[src/rtl/fp_expand.sv]
// fp_expand: 8-bit float code (S/E/F) to 12-bit two's-complement value.
// Iterative one-bit-per-cycle shift behind valid/ready handshakes.
module fp_expand (
    input  logic        clk,
    input  logic        rst_n,
    input  logic        in_valid,
    output logic        in_ready,
    input  logic        S,
    input  logic [2:0]  E,
    input  logic [3:0]  F,
    output logic        out_valid,
    input  logic        out_ready,
    output logic [11:0] D
);

    typedef enum logic [1:0] {
        IDLE,
        SHIFT,
        FORM,
        DONE
    } state_t;

    state_t      state, state_nx;
    logic [11:0] mag, mag_nx;
    logic [2:0]  cnt, cnt_nx;
    logic        sgn, sgn_nx;
    logic        in_ready_nx;
    logic        out_valid_nx;
    logic [11:0] d_nx;

    always_ff @(posedge clk) begin
        if (!rst_n) begin
            state     <= IDLE;
            mag       <= '0;
            cnt       <= '0;
            sgn       <= 1'b0;
            in_ready  <= 1'b1;
            out_valid <= 1'b0;
            D         <= '0;
        end else begin
            state     <= state_nx;
            mag       <= mag_nx;
            cnt       <= cnt_nx;
            sgn       <= sgn_nx;
            in_ready  <= in_ready_nx;
            out_valid <= out_valid_nx;
            D         <= d_nx;
        end
    end

    always_comb begin
        state_nx     = state;
        mag_nx       = mag;
        cnt_nx       = cnt;
        sgn_nx       = sgn;
        in_ready_nx  = in_ready;
        out_valid_nx = out_valid;
        d_nx         = D;
        unique case (state)
            IDLE: begin
                if (in_valid && in_ready) begin
                    mag_nx      = {8'b0, F};
                    cnt_nx      = E;
                    sgn_nx      = S;
                    in_ready_nx = 1'b0;
                    state_nx    = SHIFT;
                end
            end
            SHIFT: begin
                if (cnt != 3'd0) begin
                    mag_nx = mag << 1;
                    cnt_nx = cnt - 3'd1;
                end else begin
                    state_nx = FORM;
                end
            end
            FORM: begin
                // mag <= 1920 fits in 11 bits, so negation never overflows
                d_nx         = sgn ? (~mag + 12'd1) : mag;
                out_valid_nx = 1'b1;
                state_nx     = DONE;
            end
            DONE: begin
                if (out_ready) begin
                    out_valid_nx = 1'b0;
                    in_ready_nx  = 1'b1;
                    state_nx     = IDLE;
                end
            end
            default: state_nx = IDLE;
        endcase
    end

endmodule

[config.mk]
export PLATFORM = sky130hd
export DESIGN_NAME = fp_expand
export DESIGN_NICKNAME = d
export VERILOG_FILES = /design/src/rtl/fp_expand.sv
export SDC_FILE = /design/constraint.sdc
export NUM_CORES = 1
export LEC_CHECK = 0
export CAP_MARGIN = 10
export CELL_PAD_IN_SITES_DETAIL_PLACEMENT = 0
export CELL_PAD_IN_SITES_GLOBAL_PLACEMENT = 1
export CORE_ASPECT_RATIO = 1.5
export CORE_MARGIN = 1.5
export CORE_UTILIZATION = 43
export CTS_CLUSTER_SIZE = 30
export DETAILED_ROUTE_END_ITERATION = 10
export GPL_TIMING_DRIVEN = 1
export PLACE_DENSITY_LB_ADDON = 0.1
export REMOVE_ABC_BUFFERS = 1
export SLEW_MARGIN = 20
export SYNTH_ARGS = -nofsm -noshare
export SYNTH_HDL_FRONTEND = slang
export SYNTH_SLANG_ARGS = --single-unit
[constraint.sdc]
create_clock -name clk -period 5.2 [get_ports clk]
set_clock_uncertainty 0.2 [all_clocks]
set_input_delay 1.04 -clock clk [delete_from_list [all_inputs] [get_ports clk]]
set_output_delay 1.04 -clock clk [all_outputs]
set_load 0.05 [all_outputs]
==> implementation parameters, run 1 <==
Parameter                              Value

Yosys
  Synth top area share ... 39.1%
  Number of warnings issued by yosys ... 0
  Post-synthesis simple-gate area fraction ... between 10% and 20%
  Share of async-settable or async-resettable flops after synthesis ... 0%
  Flip-flop and latch count after synthesis ... 32
  Most common flop cell mapped by yosys ... sky130_fd_sc_hd__dfxtp_1
  Area leader, netlist ... sky130_fd_sc_hd__dfxtp_1
  XOR/XNOR Fraction of Synth Area ... 3.74%
  Arithmetic-cell share of the synthesized area counting full adders, half adders and majority gates ... 6.10%
  Synth unique cells ... 33
  Synthesized-area fraction occupied by ao, oa, aoi and oai cells ... 15.0%
  Seq/Total Area, Yosys ... about two fifths
  Synthesized area divided by synthesized cell count ... 8.73 sq um
  Biggest area contributors in the synthesized netlist ... sky130_fd_sc_hd__dfxtp_1 (39%), sky130_fd_sc_hd__mux2i_1 (12%), sky130_fd_sc_hd__nor2_1 (6.9%)
  Largest family of logic cells by synthesized area ... simple AND/OR/NAND/NOR gates
  Mapped Cells ... 188
  Post-synth EDFFs ... 0
  Top-count cell post-synth ... sky130_fd_sc_hd__dfxtp_1
  Ranking of synthesized cells by instance count ... sky130_fd_sc_hd__dfxtp_1 (32), sky130_fd_sc_hd__nor2_1 (30), sky130_fd_sc_hd__mux2i_1 (20), sky130_fd_sc_hd__inv_1 (13), sky130_fd_sc_hd__a211oi_1 (10)
  Multiplexer fraction of the synthesized cell area ... 12.2%
  Syn Std Cell Area ... roughly 0.0016 sq mm

CTS
  Number of sinks handled by clock tree synthesis ... 32
  CTS HTree Levels ... 2
  Clock latency on the worst-skew pair ... 0.29 ns
  Clock tree root driver cell ... sky130_fd_sc_hd__clkbuf_8
  Hold buffer count at cts ... 0
  Post-CTS sizing ... 0
  TritonCTS clock tree ... yes
  Worst-case clock buffer depth ... 2
  Num CTS Buffers ... 5
  Clock slew seen by the registers of the worst setup and hold paths ... 0.07 ns
  Total setup buffers inserted after CTS ... 0

Global route
  Largest net degree at the start of global routing ... 26
  Number of antenna violations at the first check in global routing ... 0
  Remaining global-route overflow ... 0
  Vias in the first global route ... approximately 1300
  Global-route wire length before repair ... approximately 5600 um
  Combined global-route utilization of all metal layers ... 18.2%

Place
  Number of port buffers ... 25
  Dpl hpwl ... around 2400 um
  GP Congestion ... 0.712

Setup path
  Worst R2R Start ... state[1]
  Cells along the critical path ... clkdlybuf4s50_1 -> a21boi_0 -> a211oi_2 -> buf_4 -> mux2i_1 -> nor2_1
  R2r setup slk ... 2.46 ns
  Cell type of the slowest stage on the worst timing path ... sky130_fd_sc_hd__a211oi_2
  Number of cells traversed by the worst register-to-register path ... 7
  Crit. End Element ... register
  Highest net fanout along the worst path ... 14
  Reg-to-Reg End ... mag[11]
  Endpoint required time on the critical path ... 5.17 ns
  Largest incremental delay on the critical path ... around 0.72 ns
  Kind of launch point of the worst setup path ... primary input
  Signal arrival time at the worst endpoint ... 2.99 ns
  Type of the worst setup path ... primary input to register

Finish
  Layout overhead on the synthesized area ... 23.0%
  Share of the core filled with cells ... 55.3%
  Fillers ... 350
  Share of post-route cells with drive strength above 1 ... 7.04%
  Total number of nets in the final design ... 232
  Number of antenna cells inserted ... 0

Hold path
  Worst hold path startpoint ... D[8]
  Worst hold endpoint ... D[8]
  Min-Delay Path Depth ... 2
  Min-delay worst type ... register to register

STA
  Number of max-slew violations in the final report ... 0
  Slew at the pin closest to its max-slew limit ... 0.820 ns
  Final number of hold-violating endpoints ... 0
  Worst slew margin relative to its limit ... approximately 45%
  Share of the clock period used by the worst path ... 58.0%
  Fmax ... roughly 0.33 GHz
  Minimum period implied by the final worst setup slack ... slightly above 3 ns
  RSZ-0062 raised after global routing ... false
  Final number of setup-violating endpoints ... 0
  Setup TNS ... 0 ns

Die
  Total I/O pin count ... 26
  Starting Density ... 45.0%
  Height of the chip ... 78.6 um
  Die Width ... between 50 and 60 um
  CORE AREA ... 0.00365 sq mm
  Site Rows ... 27
  Total die area ... between 0.004 and 0.005 sq mm

Drt
  Via count normalized by instance count ... 5.25
  Number of remaining DRC errors ... 0
  Detailed Routing Iterations Pass 1 ... 4
  DRT antenna net count ... 0
  Average routed wire per standard cell ... 13.3 um
  Via Count ... around 1300
  First DRT Iteration DRCs ... 38
  Aggregate routed wire length ... 3400 um

Power
  Combinational group share of total power ... 50.4%
  Lkg Pwr ... 0.798 nW
  Power density over the cells ... 548 mW/mm^2
  Largest voltage drop on the vdd net ... 0.000367 V
  Switch share ... 42.8%
  Fraction of power consumed by the clock network ... 18.2%
  Net switching power figure ... 473 uW
  Internal Pwr Total ... 633 uW
  Sequential share of power ... 31.4%

Run status
  Result of the run ... complete, no violations

Flow run
  Max-capacitance violation count ... 0
power by group through the flow:
stage / clock [mW] / combinational (mW) / sequential, mW
3_5_place_dp: 0 / 0.565 / 0.352
6_report: 0.201 / 0.558 / 0.347
5_1_grt: 0.216 / 0.612 / 0.356
2_1_floorplan: 0 / 0.350 / 0.424
4_1_cts: 0.208 / 0.565 / 0.347
3_3_place_gp: 0 / 0.550 / 0.349
sequential cells by signal (all words and copies together) (netlist names):
signal and flops:
state 2, out_valid 1, cnt 3, sgn 1, in_ready 1, mag 12, D 12
routing by layer:
metal	wire length [um]	vias up	track usage, %
li1	-	701	-
met1	1470	616	19.9
met2	1750	21	30.9
met3	115	7	5.32
met4	71	0	8.72
met5	0	-	0
metrics by stage:
step	std cells	instance area (sq um)	total power, mW	hold WS [ns]	setup WS, ns
2_1_floorplan	178	1600	0.774	0.278	1.47
3_3_place_gp	248	1920	0.900	0.237	1.93
3_5_place_dp	248	1920	0.917	0.241	1.88
4_1_cts	256	2020	1.12	0.258	2.19
5_1_grt	256	2020	1.18	0.275	2.01
6_report	256	2020	1.11	0.253	2.18
cell families after synthesis:
group	Yosys count
DFF	32
and+or+nand+nor	60
AOI/OAI and AO/OA	37
xor gates and xnor gates	7
buffers and inverters	24
adders and majority gates	8
muxes	20
worst max-delay path: cells and delay by family:
family | cells | cell delay (ns)
AO/OA/AOI/OAI | 2 | 0.86
buffers and inverters | 2 | 0.82
multiplexers | 1 | 0.21
AND/OR/NAND/NOR | 1 | 0.06
cell usage in the layout, fill, tap and decap left out, types with 3 or more instances in the layout:
master,count
sky130_fd_sc_hd__dfxtp_1,32
sky130_fd_sc_hd__nor2_1,30
sky130_fd_sc_hd__clkdlybuf4s50_1,25
sky130_fd_sc_hd__mux2i_1,20
sky130_fd_sc_hd__inv_1,13
sky130_fd_sc_hd__a211oi_1,9
sky130_fd_sc_hd__o21ai_0,9
sky130_fd_sc_hd__and2_1,8
sky130_fd_sc_hd__ha_1,8
sky130_fd_sc_hd__a21oi_1,7
sky130_fd_sc_hd__nand2_1,6
sky130_fd_sc_hd__clkbuf_8,6
sky130_fd_sc_hd__xor2_1,5
sky130_fd_sc_hd__nor2b_1,3
worst max-delay path by stage:
stage	start	to	slack, ns	depth (start not counted)
3_3_place_gp	in_valid	mag[8]	1.93	6
2_1_floorplan	in_valid	cnt[0]	1.47	4
6_report	in_valid	mag[11]	2.18	6
4_1_cts	in_valid	mag[9]	2.19	6
5_1_grt	in_valid	mag[11]	2.01	6
3_5_place_dp	in_valid	mag[9]	1.88	6
cell type report:
class                   count  area, sq um  area share, %
well taps                  43         53.8           2.67
multi-input cells         132          912           45.2
clock inverters             2         10.0          0.496
inverters                  14         52.6           2.61
clock buffers               6         82.6           4.09
repair buffers             27          265           13.2
flip-flops and latches     32          641           31.8
(Power assumes the default switching activity.)
==> run 2: changes to the inputs <==
Settings changed: CORE_UTILIZATION 43 to 36.
Clock period 5.2 ns to 2.5 ns, I/O delays scaled along.
==> implementation parameters, run 2 (synthesis gave the netlist of run 1 again) <==
Parameter                              Value

Run status
  Result of the run ... complete, no violations (unchanged)

Die
  Height of the chip ... 85.7 um (was 78.6 um)
  Starting Density ... 38.0% (was 45.0%)
  Total I/O pin count ... 26 (unchanged)
  Site Rows ... 29 (was 27)
  CORE AREA ... 0.00432 sq mm (was 0.00365 sq mm)
  Die Width ... 58.1 um (was 53.4 um)
  Total die area ... 0.00498 sq mm (was 0.00420 sq mm)

Global route
  Largest net degree at the start of global routing ... 22 (was 26)
  Combined global-route utilization of all metal layers ... 14.9% (was 18.2%)
  Remaining global-route overflow ... 0 (unchanged)
  Vias in the first global route ... 1270 (was 1272)
  Number of antenna violations at the first check in global routing ... 0 (unchanged)
  Global-route wire length before repair ... 5730 um (was 5570 um)

Setup path
  Number of cells traversed by the worst register-to-register path ... 6 (was 7)
  Highest net fanout along the worst path ... 5 (was 14)
  Type of the worst setup path ... register to output port (was primary input to register)
  Worst Path Buf+Inv ... 1 (was 2)
  Endpoint required time on the critical path ... 1.80 ns (was 5.17 ns)
  Cells along the critical path ... clkdlybuf4s50_1 (was clkdlybuf4s50_1 -> a21boi_0 -> a211oi_2 -> buf_4 -> mux2i_1 -> nor2_1)
  Largest incremental delay on the critical path ... 0.83 ns (was 0.72 ns)
  Signal arrival time at the worst endpoint ... 1.51 ns (was 2.99 ns)
  Cell type of the slowest stage on the worst timing path ... sky130_fd_sc_hd__clkdlybuf4s50_1 (was sky130_fd_sc_hd__a211oi_2)
  Kind of cell with the highest combined delay on the critical path ... buffers and inverters (was compound AO/OA/AOI/OAI gates)
  Crit. End Element ... output port (was register)
  Critical Path Stages ... 1 (was 6)
  Kind of launch point of the worst setup path ... register (was primary input)

Finish
  Total number of nets in the final design ... 235 (was 232)
  Number of antenna cells inserted ... 0 (unchanged)
  Top library cells by usage in the layout, fill and taps aside ... sky130_fd_sc_hd__dfxtp_1 (32), sky130_fd_sc_hd__nor2_1 (30), sky130_fd_sc_hd__clkdlybuf4s50_1 (25) (unchanged)
  Final std cells w/o fill ... 262 (was 256)
  Leading cell type in the layout, fill and taps excluded ... sky130_fd_sc_hd__dfxtp_1 (unchanged)
  Layout overhead on the synthesized area ... 25.2% (was 23.0%)
  Registers with the most flip-flops ... D: 12 flops, mag: 12 flops, cnt: 3 flops (unchanged)
  Share of post-route cells with drive strength above 1 ... 7.41% (was 7.04%)

Power
  Fraction of power consumed by the clock network ... 17.2% (was 18.2%)
  Power density over the cells ... 1150 mW/mm^2 (was 548 mW/mm^2)
  Internal Pwr Total ... 1.37 mW (was 633 uW)
  Sequential share of power ... 30.6% (was 31.4%)
  Switch share ... 42.0% (was 42.8%)
  Lkg Pwr ... 0.812 nW (was 0.798 nW)
  Combinational group share of total power ... 52.2% (was 50.4%)
  Net switching power figure ... 991 uW (was 473 uW)
  Total power of the final layout ... 2.36 mW (was 1.11 mW)
  Largest voltage drop on the vdd net ... 0.000584 V (was 0.000367 V)

Hold path
  Min-Delay Path Depth ... 2 (unchanged)
  Min-delay worst type ... register to register (unchanged)

CTS
  Total setup buffers inserted after CTS ... 0 (unchanged)
  Clock slew seen by the registers of the worst setup and hold paths ... 0.07 ns (about the same)
  Num CTS Buffers ... 5 (unchanged)
  Post-CTS sizing ... 0 (unchanged)
  Number of sinks handled by clock tree synthesis ... 32 (unchanged)
  Worst-case clock buffer depth ... 2 (unchanged)
  Clock tree root driver cell ... sky130_fd_sc_hd__clkbuf_8 (unchanged)
  TritonCTS clock tree ... yes (unchanged)
  Hold buffer count at cts ... 0 (unchanged)
  Clock latency on the worst-skew pair ... 0.28 ns (was 0.29 ns)
  CTS HTree Levels ... 2 (unchanged)

Drt
  Aggregate routed wire length ... 3460 um (was 3400 um)
  Number of remaining DRC errors ... 0 (unchanged)
  Via Count ... 1356 (was 1345)
  First DRT Iteration DRCs ... 26 (was 38)
  Via count normalized by instance count ... 5.18 (was 5.25)
  Detailed Routing Iterations Pass 1 ... 4 (unchanged)
  DRT antenna net count ... 0 (unchanged)
  Average routed wire per standard cell ... 13.2 um (was 13.3 um)

Flow run
  Max-capacitance violation count ... 0 (unchanged)

STA
  Worst slew margin relative to its limit ... 63.0% (was 45.2%)
  Final number of hold-violating endpoints ... 0 (unchanged)
  RSZ-0062 raised after global routing ... false (unchanged)
  Final number of setup-violating endpoints ... 0 (unchanged)
  Number of max-slew violations in the final report ... 0 (unchanged)
  Slew at the pin closest to its max-slew limit ... 0.548 ns (was 0.820 ns)
  Fmax ... 0.452 GHz
  Share of the clock period used by the worst path ... 88.5%
  Minimum period implied by the final worst setup slack ... roughly 2.2 ns

Place
  Number of port buffers ... 25 (unchanged)
  Number of cells after detailed placement ... 254 (was 248)
  GP Congestion ... 0.785 (was 0.712)
  Dpl hpwl ... 2500 um (was 2450 um)
## run 2: changes by cell type in the layout (fill, tap and decap cells not counted)
cell,before,now
sky130_fd_sc_hd__clkbuf_1,0,2
sky130_fd_sc_hd__clkinv_2,2,0
sky130_fd_sc_hd__buf_12,0,1
sky130_fd_sc_hd__buf_4,2,4
## run 2: area by class of cell
| cell class | instances | area, sq um |
|---|---|---|
| Fill cell | 439 | 2260 |
| Multi-Input combinational cell | 132 | 912 |
| Sequential cell | 32 | 641 |
| Timing Repair Buffer | 30 | 300 |
| Clock buffer | 8 | 90.1 |
| Tap cell | 46 | 57.6 |
| Inverter | 14 | 52.6 |
## run 2: stage by stage
stage	hold WS (ns)	instance area [sq um]	utilization, %	TNS [ns]	worst slack, ns
finish	0.255	2050	47.6	0	0.287
global route	0.289	2050	47.6	0	0.244
CTS	0.257	2050	47.6	0	0.279
detailed placement	0.246	1960	45.5	0	0.230
global placement	0.237	1960	45.5	0	0.278
floorplan	0.278	1600	-	-11.14	-0.965
## run 2: per-layer routing
metal / track usage, % / vias to the layer above / share of wire, %
li1: - / 700 / -
met3: 3.92 / 7 / 3.5
met4: 6.55 / 0 / 2.1
met5: 0 / - / 0
met2: 26.2 / 31 / 50
met1: 16.4 / 618 / 44
## run 2: power by group through the flow
stage               Clock (mW)  Sequential (mW)  Combinational, mW
floorplan                    0            0.881              0.728
global placement             0            0.726               1.22
detailed placement           0            0.734               1.25
CTS                      0.422            0.724               1.25
global route             0.439            0.740               1.36
finish                   0.407            0.722               1.23
## run 2: worst paths after layout
check / startpoint / end / slack, ns
hold reg to reg: D[5] / D[5] / 0.25
hold / removal: D[5] / D[5] / 0.25
setup / recovery: in_ready / in_ready / 0.29
setup reg to reg: mag[0] / D[10] / 0.36
==> run 3: changes to the inputs <==
Settings changed: TNS_END_PERCENT set to 100.
==> results of run 3 <==
Final layout, timing and power as in run 2 (identical DEF).
